$ cat src/rtl/bin_to_bcd_seq_pkg.sv
// Shared constants and types for the sequential binary-to-BCD converter.
package bin_to_bcd_seq_pkg;

  typedef enum logic {
    IDLE  = 1'b0,
    SHIFT = 1'b1
  } state_t;

  localparam int unsigned DIGIT_W     = 4;
  localparam int unsigned ADD3_THRESH = 5;
  localparam int unsigned ADD3_CORR   = 3;

  // True when DIGITS decimal digits can represent every BIN_W-bit value.
  function automatic bit digits_cover(input int unsigned bin_w, input int unsigned digits);
    longint unsigned p10;
    p10 = 64'd1;
    for (int unsigned i = 0; i < digits; i++) p10 = p10 * 64'd10;
    return p10 >= (64'd1 << bin_w);
  endfunction

endpackage

$ cat src/rtl/bin_to_bcd_seq_if.sv
// Start/busy/done handshake and data bus between a controller and the converter.
interface bin_to_bcd_seq_if #(
  parameter int unsigned BIN_W  = 8,
  parameter int unsigned DIGITS = 3
);
  logic                  start;
  logic [BIN_W-1:0]      bin_in;
  logic                  busy;
  logic                  done;
  logic [4*DIGITS-1:0]   bcd_out;

  modport master (output start, bin_in, input busy, done, bcd_out);
  modport slave  (input start, bin_in, output busy, done, bcd_out);
endinterface

$ cat src/rtl/bcd_add3.sv
// Double-dabble digit corrector: adds 3 to a BCD digit of 5 or more.
module bcd_add3
  import bin_to_bcd_seq_pkg::*;
(
  input  logic [DIGIT_W-1:0] d,
  output logic [DIGIT_W-1:0] q_c
);
  always_comb q_c = (d >= DIGIT_W'(ADD3_THRESH)) ? d + DIGIT_W'(ADD3_CORR) : d;
endmodule

$ cat src/rtl/bin_to_bcd_seq.sv
// Sequential binary-to-BCD converter, one double-dabble step per clock.
module bin_to_bcd_seq
  import bin_to_bcd_seq_pkg::*;
#(
  parameter int unsigned BIN_W  = 8,
  parameter int unsigned DIGITS = 3
) (
  input logic             clk,
  input logic             rst,
  bin_to_bcd_seq_if.slave bus
);
  localparam int unsigned SCR_W = DIGIT_W * DIGITS;
  localparam int unsigned CNT_W = $clog2(BIN_W + 1);
  localparam int unsigned CAT_W = SCR_W + BIN_W;

  if (BIN_W < 1 || BIN_W > 16 || !digits_cover(BIN_W, DIGITS)) begin : g_bad_params
    $error("bin_to_bcd_seq: illegal BIN_W/DIGITS combination");
  end

  state_t             state;
  logic [SCR_W-1:0]   scratch;
  logic [SCR_W-1:0]   corrected;
  logic [BIN_W-1:0]   shreg;
  logic [CNT_W-1:0]   cnt;
  logic [CAT_W-1:0]   shifted_c;

  for (genvar g = 0; g < DIGITS; g++) begin : g_digit
    bcd_add3 u_add3 (
      .d   (scratch[g*DIGIT_W +: DIGIT_W]),
      .q_c (corrected[g*DIGIT_W +: DIGIT_W])
    );
  end

  // Corrected scratch and binary operand shift as one vector; binary MSB enters units LSB.
  assign shifted_c = {corrected, shreg} << 1;

  always_ff @(posedge clk or posedge rst) begin
    if (rst) begin
      state       <= IDLE;
      scratch     <= '0;
      shreg       <= '0;
      cnt         <= '0;
      bus.busy    <= 1'b0;
      bus.done    <= 1'b0;
      bus.bcd_out <= '0;
    end else begin
      bus.done <= 1'b0;
      case (state)
        IDLE: begin
          if (bus.start) begin
            shreg    <= bus.bin_in;
            scratch  <= '0;
            cnt      <= CNT_W'(BIN_W);
            bus.busy <= 1'b1;
            state    <= SHIFT;
          end
        end
        SHIFT: begin
          scratch <= shifted_c[CAT_W-1 -: SCR_W];
          shreg   <= shifted_c[BIN_W-1:0];
          cnt     <= cnt - CNT_W'(1);
          // Last step: publish the post-shift scratch so intermediates never appear.
          if (cnt == CNT_W'(1)) begin
            bus.bcd_out <= shifted_c[CAT_W-1 -: SCR_W];
            bus.done    <= 1'b1;
            bus.busy    <= 1'b0;
            state       <= IDLE;
          end
        end
      endcase
    end
  end

endmodule

$ cat src/flat_wrapper.sv
// flat-port wrapper written by rule: the top's interface ports become plain ports
module bin_to_bcd_seq_flat import bin_to_bcd_seq_pkg::*;
#(
  parameter int unsigned BIN_W  = 8,
  parameter int unsigned DIGITS = 3
)
  (clk, rst, bus_start, bus_bin_in, bus_busy, bus_done, bus_bcd_out);
  bin_to_bcd_seq_if #(.BIN_W(BIN_W), .DIGITS(DIGITS)) bus_i ();
  input logic clk;
  input logic rst;
  input wire logic [$bits(bus_i.start)-1:0] bus_start;
  input wire logic [$bits(bus_i.bin_in)-1:0] bus_bin_in;
  output wire logic [$bits(bus_i.busy)-1:0] bus_busy;
  output wire logic [$bits(bus_i.done)-1:0] bus_done;
  output wire logic [$bits(bus_i.bcd_out)-1:0] bus_bcd_out;
  assign bus_i.start = bus_start;
  assign bus_i.bin_in = bus_bin_in;
  assign bus_busy = bus_i.busy;
  assign bus_done = bus_i.done;
  assign bus_bcd_out = bus_i.bcd_out;
  bin_to_bcd_seq #(.BIN_W(BIN_W), .DIGITS(DIGITS)) u_core (.clk(clk), .rst(rst), .bus(bus_i));
endmodule
$ cat config.mk
export PLATFORM = sky130hd
export DESIGN_NAME = bin_to_bcd_seq_flat
export DESIGN_NICKNAME = d
export VERILOG_FILES = /design/src/rtl/bin_to_bcd_seq_pkg.sv /design/src/rtl/bin_to_bcd_seq_if.sv /design/src/rtl/bcd_add3.sv /design/src/rtl/bin_to_bcd_seq.sv /design/src/flat_wrapper.sv
export SDC_FILE = /design/constraint.sdc
export NUM_CORES = 1
export LEC_CHECK = 0
export BUFFER_PORTS_ARGS = -buffer_cell sky130_fd_sc_hd__buf_2
export CAP_MARGIN = 20
export CELL_PAD_IN_SITES_DETAIL_PLACEMENT = 2
export CELL_PAD_IN_SITES_GLOBAL_PLACEMENT = 2
export CORE_MARGIN = 2
export CORE_UTILIZATION = 35
export CTS_BUF_LIST = sky130_fd_sc_hd__clkbuf_16
export DETAILED_ROUTE_END_ITERATION = 10
export GPL_ROUTABILITY_DRIVEN = 1
export PLACE_DENSITY_LB_ADDON = 0.08
export SYNTH_ARGS = -nofsm -noshare
export SYNTH_HDL_FRONTEND = slang
export SYNTH_SLANG_ARGS = --single-unit
$ cat constraint.sdc
create_clock -name clk -period 3.98 [get_ports clk]
set_input_delay 0.597 -clock clk [delete_from_list [all_inputs] [get_ports clk]]
set_output_delay 0.597 -clock clk [all_outputs]
set_load 0.01 [all_outputs]
; Word level (Yosys, flattened, before mapping)
; Cells that the tools add are included.
[word_totals]
output_inout_bits = 14
ff_bits = 39
elab_cells = 37
inputBits = 11
[op_classes]
n_lt_le_gt_ge = 3
eq_ne = 3
n_bitwise = 1
add_sub_neg = 4
n_mux = 17
n_reduce_logical = 2
[ops]
columns = cell, n
row1 = 12-bit one-hot mux with 2 select lines, 1
row2 = 8-bit one-hot mux with 2 select lines, 1
row3 = "4-bit by 3-bit >= comparator with 1-bit output, second input constant", 3
row4 = 12-bit 2-to-1 mux, 1
row5 = 4-bit 2-to-1 mux, 3
row6 = "4-bit by 2-bit adder with 4-bit output, second input constant", 2
row7 = 8-bit 2-to-1 mux, 1
row8 = 4-bit one-hot mux with 2 select lines, 1
row9 = 1-bit 2-to-1 mux, 6
row10 = "4-bit by 1-bit equality test with 1-bit output, second input constant", 1
row11 = "2-bit != test, second input constant", 2
row12 = 1-bit one-hot mux with 2 select lines, 2
row13 = 2-bit AND reduction, 2
row14 = "4-bit by 1-bit subtractor with 4-bit output, second input constant", 1
row15 = "3-bit by 2-bit adder with 3-bit output, second input constant", 1
row16 = 3-bit 2-to-1 mux, 1
row17 = 1-bit NOT, 1

; Depth between registers and ports, before layout
; Gate-level depths: netlist of the first run.
[depth]
ltp_word = 3
mapped_depth = 6

; Cells and area by module
; A second synthesis of the first run with hierarchy kept.
[unflattened]
hier_cells = 162
area_unflattened_um2 = 1836.8
[by_module_without_submodules]
columns = mod, area_per_inst_um2, n_inst, cells_per_inst
row1 = bin_to_bcd_seq, 1532.7, 1, 114
row2 = bcd_add3, 101.3, 3, 16

; Worst setup path after synthesis of the first run
; Ideal clock, no wire load.
[synth_path]
path_kind = register to register
from = register u_core.scratch[0]
to = register u_core.scratch[2]
required_ps = 3897
path_stages_with_launch = 7
path_slack_ps = 2486
arrival_ps = 1411
cell_sequence = dfrtp_1 > inv_1 > ha_1 > nand2b_1 > a21oi_1 > mux2_2 > o22ai_1
[synth_between]
elab_chain_len = 3
elab_cells_between_ends = 4
classes_between = add/sub (1) / order compare (1) / mux (2)
[synth_lines]
columns = element, line
row1 = "start, declared", bin_to_bcd_seq.sv:21  ; logic [SCR_W-1:0] scratch;
row2 = "start signal, assigned", bin_to_bcd_seq.sv:59  ; scratch <= shifted_c[CAT_W-1 -: SCR_W];
row3 = 4-bit by 2-bit adder with 4-bit output or 4-bit by 3-bit >= comparator with 1-bit output (tied branches), bcd_add3.sv:8  ; always_comb q_c = (d >= DIGIT_W'(ADD3_THRESH)) ? d + DIGIT_W'(ADD3_CORR) : d;
row4 = 4-bit 2-to-1 mux (*), bcd_add3.sv:8
row5 = 12-bit one-hot mux with 2 select lines (*), bin_to_bcd_seq.sv:48  ; case (state)
; Mark *: on every way between the ends. The rest lies on a longest branch, timed or not.
; A chain may end at the register's enable or synchronous reset.

; Worst setup path in the final report of the first run
[layout_path]
from = register u_core.state
to = register u_core.scratch[10]
[layout_between]
elab_chain_len = 2
elab_cells_between_ends = 3
classes_between = eq/ne (1) / mux (1) / bitwise (1)
[layout_lines]
columns = element, line
row1 = "start, declared", bin_to_bcd_seq.sv:20  ; state_t state;
row2 = "start signal, assigned", bin_to_bcd_seq.sv:39  ; state <= IDLE;
row3 = "start signal, assigned", bin_to_bcd_seq.sv:55  ; state <= SHIFT;
row4 = "start signal, assigned", bin_to_bcd_seq.sv:67  ; state <= IDLE;
row5 = 1-bit NOT, bin_to_bcd_seq.sv:48
row6 = 12-bit one-hot mux with 2 select lines or 2-bit != test (tied branches), n/a
; Parallel ways exist; a longest one is shown, timed or not.

==> key figures, run 1 <==
Layout
  – Final core utilization: 42.7%
  – Post-layout instance count excluding filler cells: 278
  – Layout area overhead: 18.5%
  – Fin area: 2170 um2
  – # nets final: 228
  – Filler instances: 568
  – # diodes: 0
  – Ratio of cells with drive above 1 in the final layout: 18.8%

Synthesis
  – Post-Synthesis Cell Area: 1830 um2
  – Syn nets: 203
  – #FFs+latches synth: 39
  – Yosys warns: 0
  – Synth Area per Inst: 9.93 um2
  – Post-synthesis cell count: 184
  – Synth unique cells: 27
  – Sequential cell area fraction in the yosys report: 53.4%

Timing
  – # setup viols final: 0
  – Max Clk Rate: 439 MHz
  – Crit path time final: 2280 ps
  – Layout Skew: 6.86 ps
  – Hold Vio Cnt, Final: 0
  – Final Cycle Share: 57.3%
  – Least-Margin Pin Slew: 859 ps
  – Slew headroom: 42.7%
  – Setup_tns: 0 ps
  – Slew Limit Fails: 0
  – RSZ-0062 raised after global routing: no

Setup path
  – Top delay family on crit path: flip-flops
  – CP bufs+invs: 1
  – CP Max Fanout: 28
  – FF-to-FF Start: u_core.state
  – Crit path cell chain: inv_1 -> or3_2 -> o311ai_0
  – Critical path class: flop to flop
  – Crit end category: flop
  – Reg-to-Reg End: u_core.scratch[10]
  – Highest-delay cell along the critical path: dfrtp_1
  – Crit path DAT: 2440 ps
  – Startpoint types: flop
  – Worst reg2reg path depth: 3
  – Worst R2R Setup Slack: 1700 ps
  – Critical path required time: 4140 ps
  – Levels on crit path: 3
  – Max stage delay on crit path: 900 ps

Clock tree
  – Clk pin slew, worst setup/hold paths: 60 ps
  – Root Buffer: clkbuf_16
  – Sink Count: 39
  – Post-CTS Setup Repair Bufs: 0
  – CTS tree: done
  – CTS max path bufs: 2
  – Post-CTS Hold Fix Bufs: 0
  – CTS Buf Count: 5
  – Htree depth: 2
  – Clock latency on the worst-skew pair: 280 ps
  – Post-cts sizing count: 0

Power and ir drop
  – Sequential power share: 40.0%
  – Pwr/cell area: 846 nW/um2
  – Comb pwr share: 40.2%
  – NetSw: 0.724 mW
  – Total power: 1.83 mW
  – Leak: 1.04 nW
  – Sw Share: 39.5%
  – Clock power frac: 19.8%
  – Design internal power: 1.11 mW
  – Worst VDD drop: 0.283 mV

Route
  – Routed Antenna Nets: 0
  – Total iterations of the first detailed-routing run: 4
  – WL/cell: 17.1 um
  – Drt drc: 0
  – DR vias: 1408
  – Initial DRC Count: 48
  – Routed wire length: 4.75 mm
  – Via/cell ratio: 5.06

Placement
  – Placed Area: 2040 um2
  – Routability-driven placement congestion ratio: 0.740
  – Detailed placement HPWL: 3.33 mm
  – Placed cells: 272
  – PortBufs: 24

GRT
  – Met3 usage: 3.44%
  – First-pass GRT wire length: 8.21 mm
  – Grt ovf: 0
  – Initial antenna violation count: 0
  – GR Util All Layers: 17.9%
  – GRT busiest layer: met2
  – Met2 usage: 32.4%
  – Pin count of the biggest net entering global routing: 29
  – Vias in the first global route: 1631
  – Grt met1 use: 21.3%

Floorplan
  – Std-Cell Rows: 26
  – Die area: 5820 um2
  – Starting Density: 36.0%
  – Die Y: 76.3 um
  – # IOs: 25
  – Chip width: 76.3 um
  – Core Footprint: 5070 um2

Outcome
  – Status: finished, final reports clean

Min path
  – Hold WC Path Type: input pin to async pin

Flow run
  – Max-Cap Viols: 0
placed cells by master (no fill, tap or decap), types with 2 or more instances in the layout:
master     instances
mux2i_1            8
nand3_1            4
o311ai_0           2
clkbuf_16          5
nor3_1             2
ha_1               8
nor2_1             6
dfrtp_1           39
o21ai_0           22
nand2_1           34
inv_1             13
buf_4              2
o22ai_1            9
nand2b_1           2
a21oi_1            9
buf_2             24
mux2_2             2
xnor2_1            3
nor3b_1            5
layout make-up:
type	instances	area (um2)	area share, %
clock inverters	1	3.75	0.173
repair buffers	27	163	7.51
well taps	70	87.6	4.04
clock buffers	5	125	5.77
multi-input cells	124	767	35.4
inverters	12	45.0	2.08
flip-flops and latches	39	976	45.0
kinds of logic after synthesis:
family,after synthesis,synth area share (%)
AND/OR/NAND/NOR,56,13.8
AO/OA/AOI/OAI,46,14.8
flip-flops,39,53.4
buffers and inverters,21,4.65
multiplexers,11,6.43
adder cells (fa/ha/maj),8,5.48
XOR/XNOR,3,1.44
flip-flops by register name, indices dropped and copies added, names as in the netlist:
signal and flops:
u_core.bus.bcd_out 12, u_core.scratch 12, u_core.shreg 8, u_core.cnt 4
u_core.bus.busy 1, u_core.bus.done 1, u_core.state 1
synthesized netlist by cell type:
library cell	number	area (um2)
a21o_2	1	8.76
a21oi_1	9	45.0
a21oi_4	1	16.3
buf_2	2	10.0
buf_4	1	7.51
clkbuf_1	6	22.5
dfrtp_1	39	976
ha_1	8	100
inv_1	12	45.0
mux2_2	2	22.5
mux2_4	1	15.0
mux2i_1	8	80.1
nand2_1	34	128
nand2b_1	2	12.5
nand2b_2	1	8.76
nand3_1	4	20.0
nor2_1	6	22.5
nor3_1	2	10.0
nor3b_1	5	37.5
o21ai_0	22	110
o22a_1	1	8.76
o22ai_1	9	56.3
o311ai_0	2	17.5
o31ai_1	1	7.51
or3_1	1	6.26
or3_2	1	7.51
xnor2_1	3	26.3
worst register-to-register path, cell delays in order (launching register included):
cell and delay [ps]:
dfrtp_1 900, inv_1 580, or3_2 580, o311ai_0 100
power groups by stage:
stage | Clock, mW | Sequential [mW] | Combinational, mW
2_1_floorplan | 0 | 0.702 | 0.519
3_3_place_gp | 0 | 0.724 | 0.676
3_5_place_dp | 0 | 0.739 | 0.744
4_1_cts | 0.378 | 0.735 | 0.761
5_1_grt | 0.393 | 0.766 | 0.840
6_report | 0.363 | 0.734 | 0.737
stage by stage:
stage,hold WS [ps],setup WS [ps]
6_report,301,1700
2_1_floorplan,449,2490
3_5_place_dp,469,1720
3_3_place_gp,460,1860
5_1_grt,307,1530
4_1_cts,310,1720
worst max path at each step:
stage | start | slack (ps) | endpoint
3_5_place_dp | u_core.state | 1720 | u_core.scratch[10]
4_1_cts | u_core.state | 1720 | u_core.scratch[10]
6_report | u_core.state | 1700 | u_core.scratch[10]
3_3_place_gp | u_core.state | 1860 | u_core.scratch[10]
2_1_floorplan | rst | 2490 | u_core.bus.bcd_out[0]
5_1_grt | u_core.state | 1530 | u_core.scratch[10]
layer usage:
metal	wire, um	part of all wire [%]	up-vias
li1	-	-	672
met1	2080	44	712
met2	2500	53	19
met3	116	2.4	5
met4	52	1.1	0
met5	0	0	-
(Power assumes the default switching activity.)
==> run 2, diff against run 1 <==
- clock period: 3.98 -> 2.1 ns (I/O delays scaled with it)
==> key figures, run 2 (synthesized netlist as in run 1, its figures left out) <==
Outcome
  – Status: finished, final reports clean

Timing
  – Least-Margin Pin Slew: 678 ps (-181 ps)
  – Slew Limit Fails: 0 (unchanged)
  – Max Clk Rate: 590 MHz (+34%)
  – Final Cycle Share: 80.7% (+23 points)
  – Setup_tns: 0 ps (unchanged)
  – Slew headroom: 54.8% (+12 points)
  – RSZ-0062 raised after global routing: no
  – Worst setup margin: 405 ps (-1300 ps)
  – Hold Vio Cnt, Final: 0 (unchanged)
  – Worst hold slack: 132 ps (-169 ps)
  – Crit path time final: 1690 ps (-584 ps)
  – # setup viols final: 0 (unchanged)
  – Layout Skew: 5.12 ps (-1.75 ps)

Route
  – Total iterations of the first detailed-routing run: 4 (unchanged)
  – WL/cell: 16.1 um (-5.8%)
  – Routed wire length: 4.56 mm (-4.1%)
  – Via/cell ratio: 5.01 (-1.0%)
  – Routed Antenna Nets: 0 (unchanged)
  – DR vias: 1419 (+0.78%)
  – Initial DRC Count: 39 (-19%)
  – Drt drc: 0 (unchanged)

Setup path
  – Critical path required time: 2290 ps (-1850 ps)
  – Startpoint types: flop
  – Crit. Startpoint: u_core.scratch[4]
  – FF-to-FF Start: u_core.scratch[4]
  – Crit end category: flop
  – CP Max Fanout: 4 (-86%)
  – Critical path class: flop to flop
  – Crit path DAT: 1890 ps (-550 ps)

Layout
  – Final core utilization: 43.1% (+0.44 points)
  – Largest registers: u_core.bus.bcd_out (12), u_core.scratch (12), u_core.shreg (8)
  – Commonest non-fill, non-tap cell in the layout: dfrtp_1
  – Layout area overhead: 19.8%
  – Post-layout instance count excluding filler cells: 283 (+1.8%)
  – Most frequent cells in the layout: 39 x dfrtp_1, 34 x nand2_1, 24 x buf_2
  – Fin area: 2190 um2 (+1.0%)
  – # nets final: 231 (+1.3%)
  – # diodes: 0 (unchanged)
  – Ratio of cells with drive above 1 in the final layout: 19.7% (+0.97 points)

Clock tree
  – Clock latency on the worst-skew pair: 280 ps (about the same)
  – CTS max path bufs: 2 (unchanged)
  – Clk pin slew, worst setup/hold paths: 60 ps (about the same)
  – Htree depth: 2 (unchanged)
  – Post-cts sizing count: 0 (unchanged)
  – Post-CTS Setup Repair Bufs: 0 (unchanged)
  – CTS tree: done
  – Sink Count: 39 (unchanged)
  – Post-CTS Hold Fix Bufs: 0 (unchanged)
  – Root Buffer: clkbuf_16
  – CTS Buf Count: 5 (unchanged)

Floorplan
  – Die area: 5820 um2 (unchanged)
  – Die Y: 76.3 um (unchanged)
  – Core Footprint: 5070 um2 (unchanged)
  – Chip width: 76.3 um (unchanged)
  – # IOs: 25 (unchanged)
  – Starting Density: 36.0% (unchanged)
  – Std-Cell Rows: 26 (unchanged)

Power and ir drop
  – Pwr/cell area: 1590 nW/um2 (+87%)
  – Leak: 1.05 nW (+1.3%)
  – Worst VDD drop: 0.497 mV (+76%)
  – Total power: 3.47 mW (+89%)

Min path
  – Hold WC Path Type: input pin to async pin

Placement
  – Setup WS pre-CTS: 423 ps (-1300 ps)
  – Placed Area: 2050 um2 (+0.74%)
  – PortBufs: 24 (unchanged)
  – Routability-driven placement congestion ratio: 0.835 (+13%)
  – Placed cells: 275 (+1.1%)
  – Detailed placement HPWL: 3.22 mm (-3.2%)

GRT
  – Pin count of the biggest net entering global routing: 26 (-10%)
  – Vias in the first global route: 1639 (+0.49%)
  – Grt ovf: 0 (unchanged)
  – First-pass GRT wire length: 8.09 mm (-1.5%)
  – GR Util All Layers: 17.4% (-0.44 points)
  – Initial antenna violation count: 0 (unchanged)

Flow run
  – Max-Cap Viols: 0 (unchanged)
-- run 2: metal layers --
layer  part of all wire (%)  GRT usage (%)  wire (um)
met3                    2.5           4.15        116
met5                      0              0          0
met2                     53           31.4       2430
met4                   0.83           3.27         38
met1                     43           21.3       1970
-- run 2: worst max-delay path, stage by stage, from the launching register on --
cell	delay, ps
dfrtp_1	410
inv_1	100
ha_1	200
nand2b_1	80
a21oi_1	270
mux2_2	390
o22ai_1	160
-- run 2: final timing paths --
| kind | end | slack [ps] | cells after the start |
|---|---|---|---|
| max | u_core.scratch[6] | 410 | 6 |
| min | u_core.scratch[5] | 130 | 2 |
| max reg2reg | u_core.scratch[6] | 410 | 6 |
| min reg2reg | u_core.bus.bcd_out[0] | 480 | 2 |
| max in group asynchronous | u_core.cnt[0] | 1400 | 3 |
| min in group clk | u_core.shreg[0] | 330 | 3 |
-- run 2: report_power, final --
group / leakage [nW] / switching, mW / total, mW / internal, mW
Combinational: 0.486 / 0.794 / 1.41 / 0.620
Sequential: 0.496 / 0.259 / 1.34 / 1.08
Clock: 0.0701 / 0.291 / 0.719 / 0.428
Total: 1.05 / 1.34 / 3.47 / 2.13
-- run 2: area by class of cell --
class,count,area [um2]
clock buffers,5,125
well taps,70,87.6
repair buffers,30,178
fillers,565,2890
clock inverters,3,11.3
inverters,12,45.0
multi-input cells,124,767
flip-flops and latches,39,976
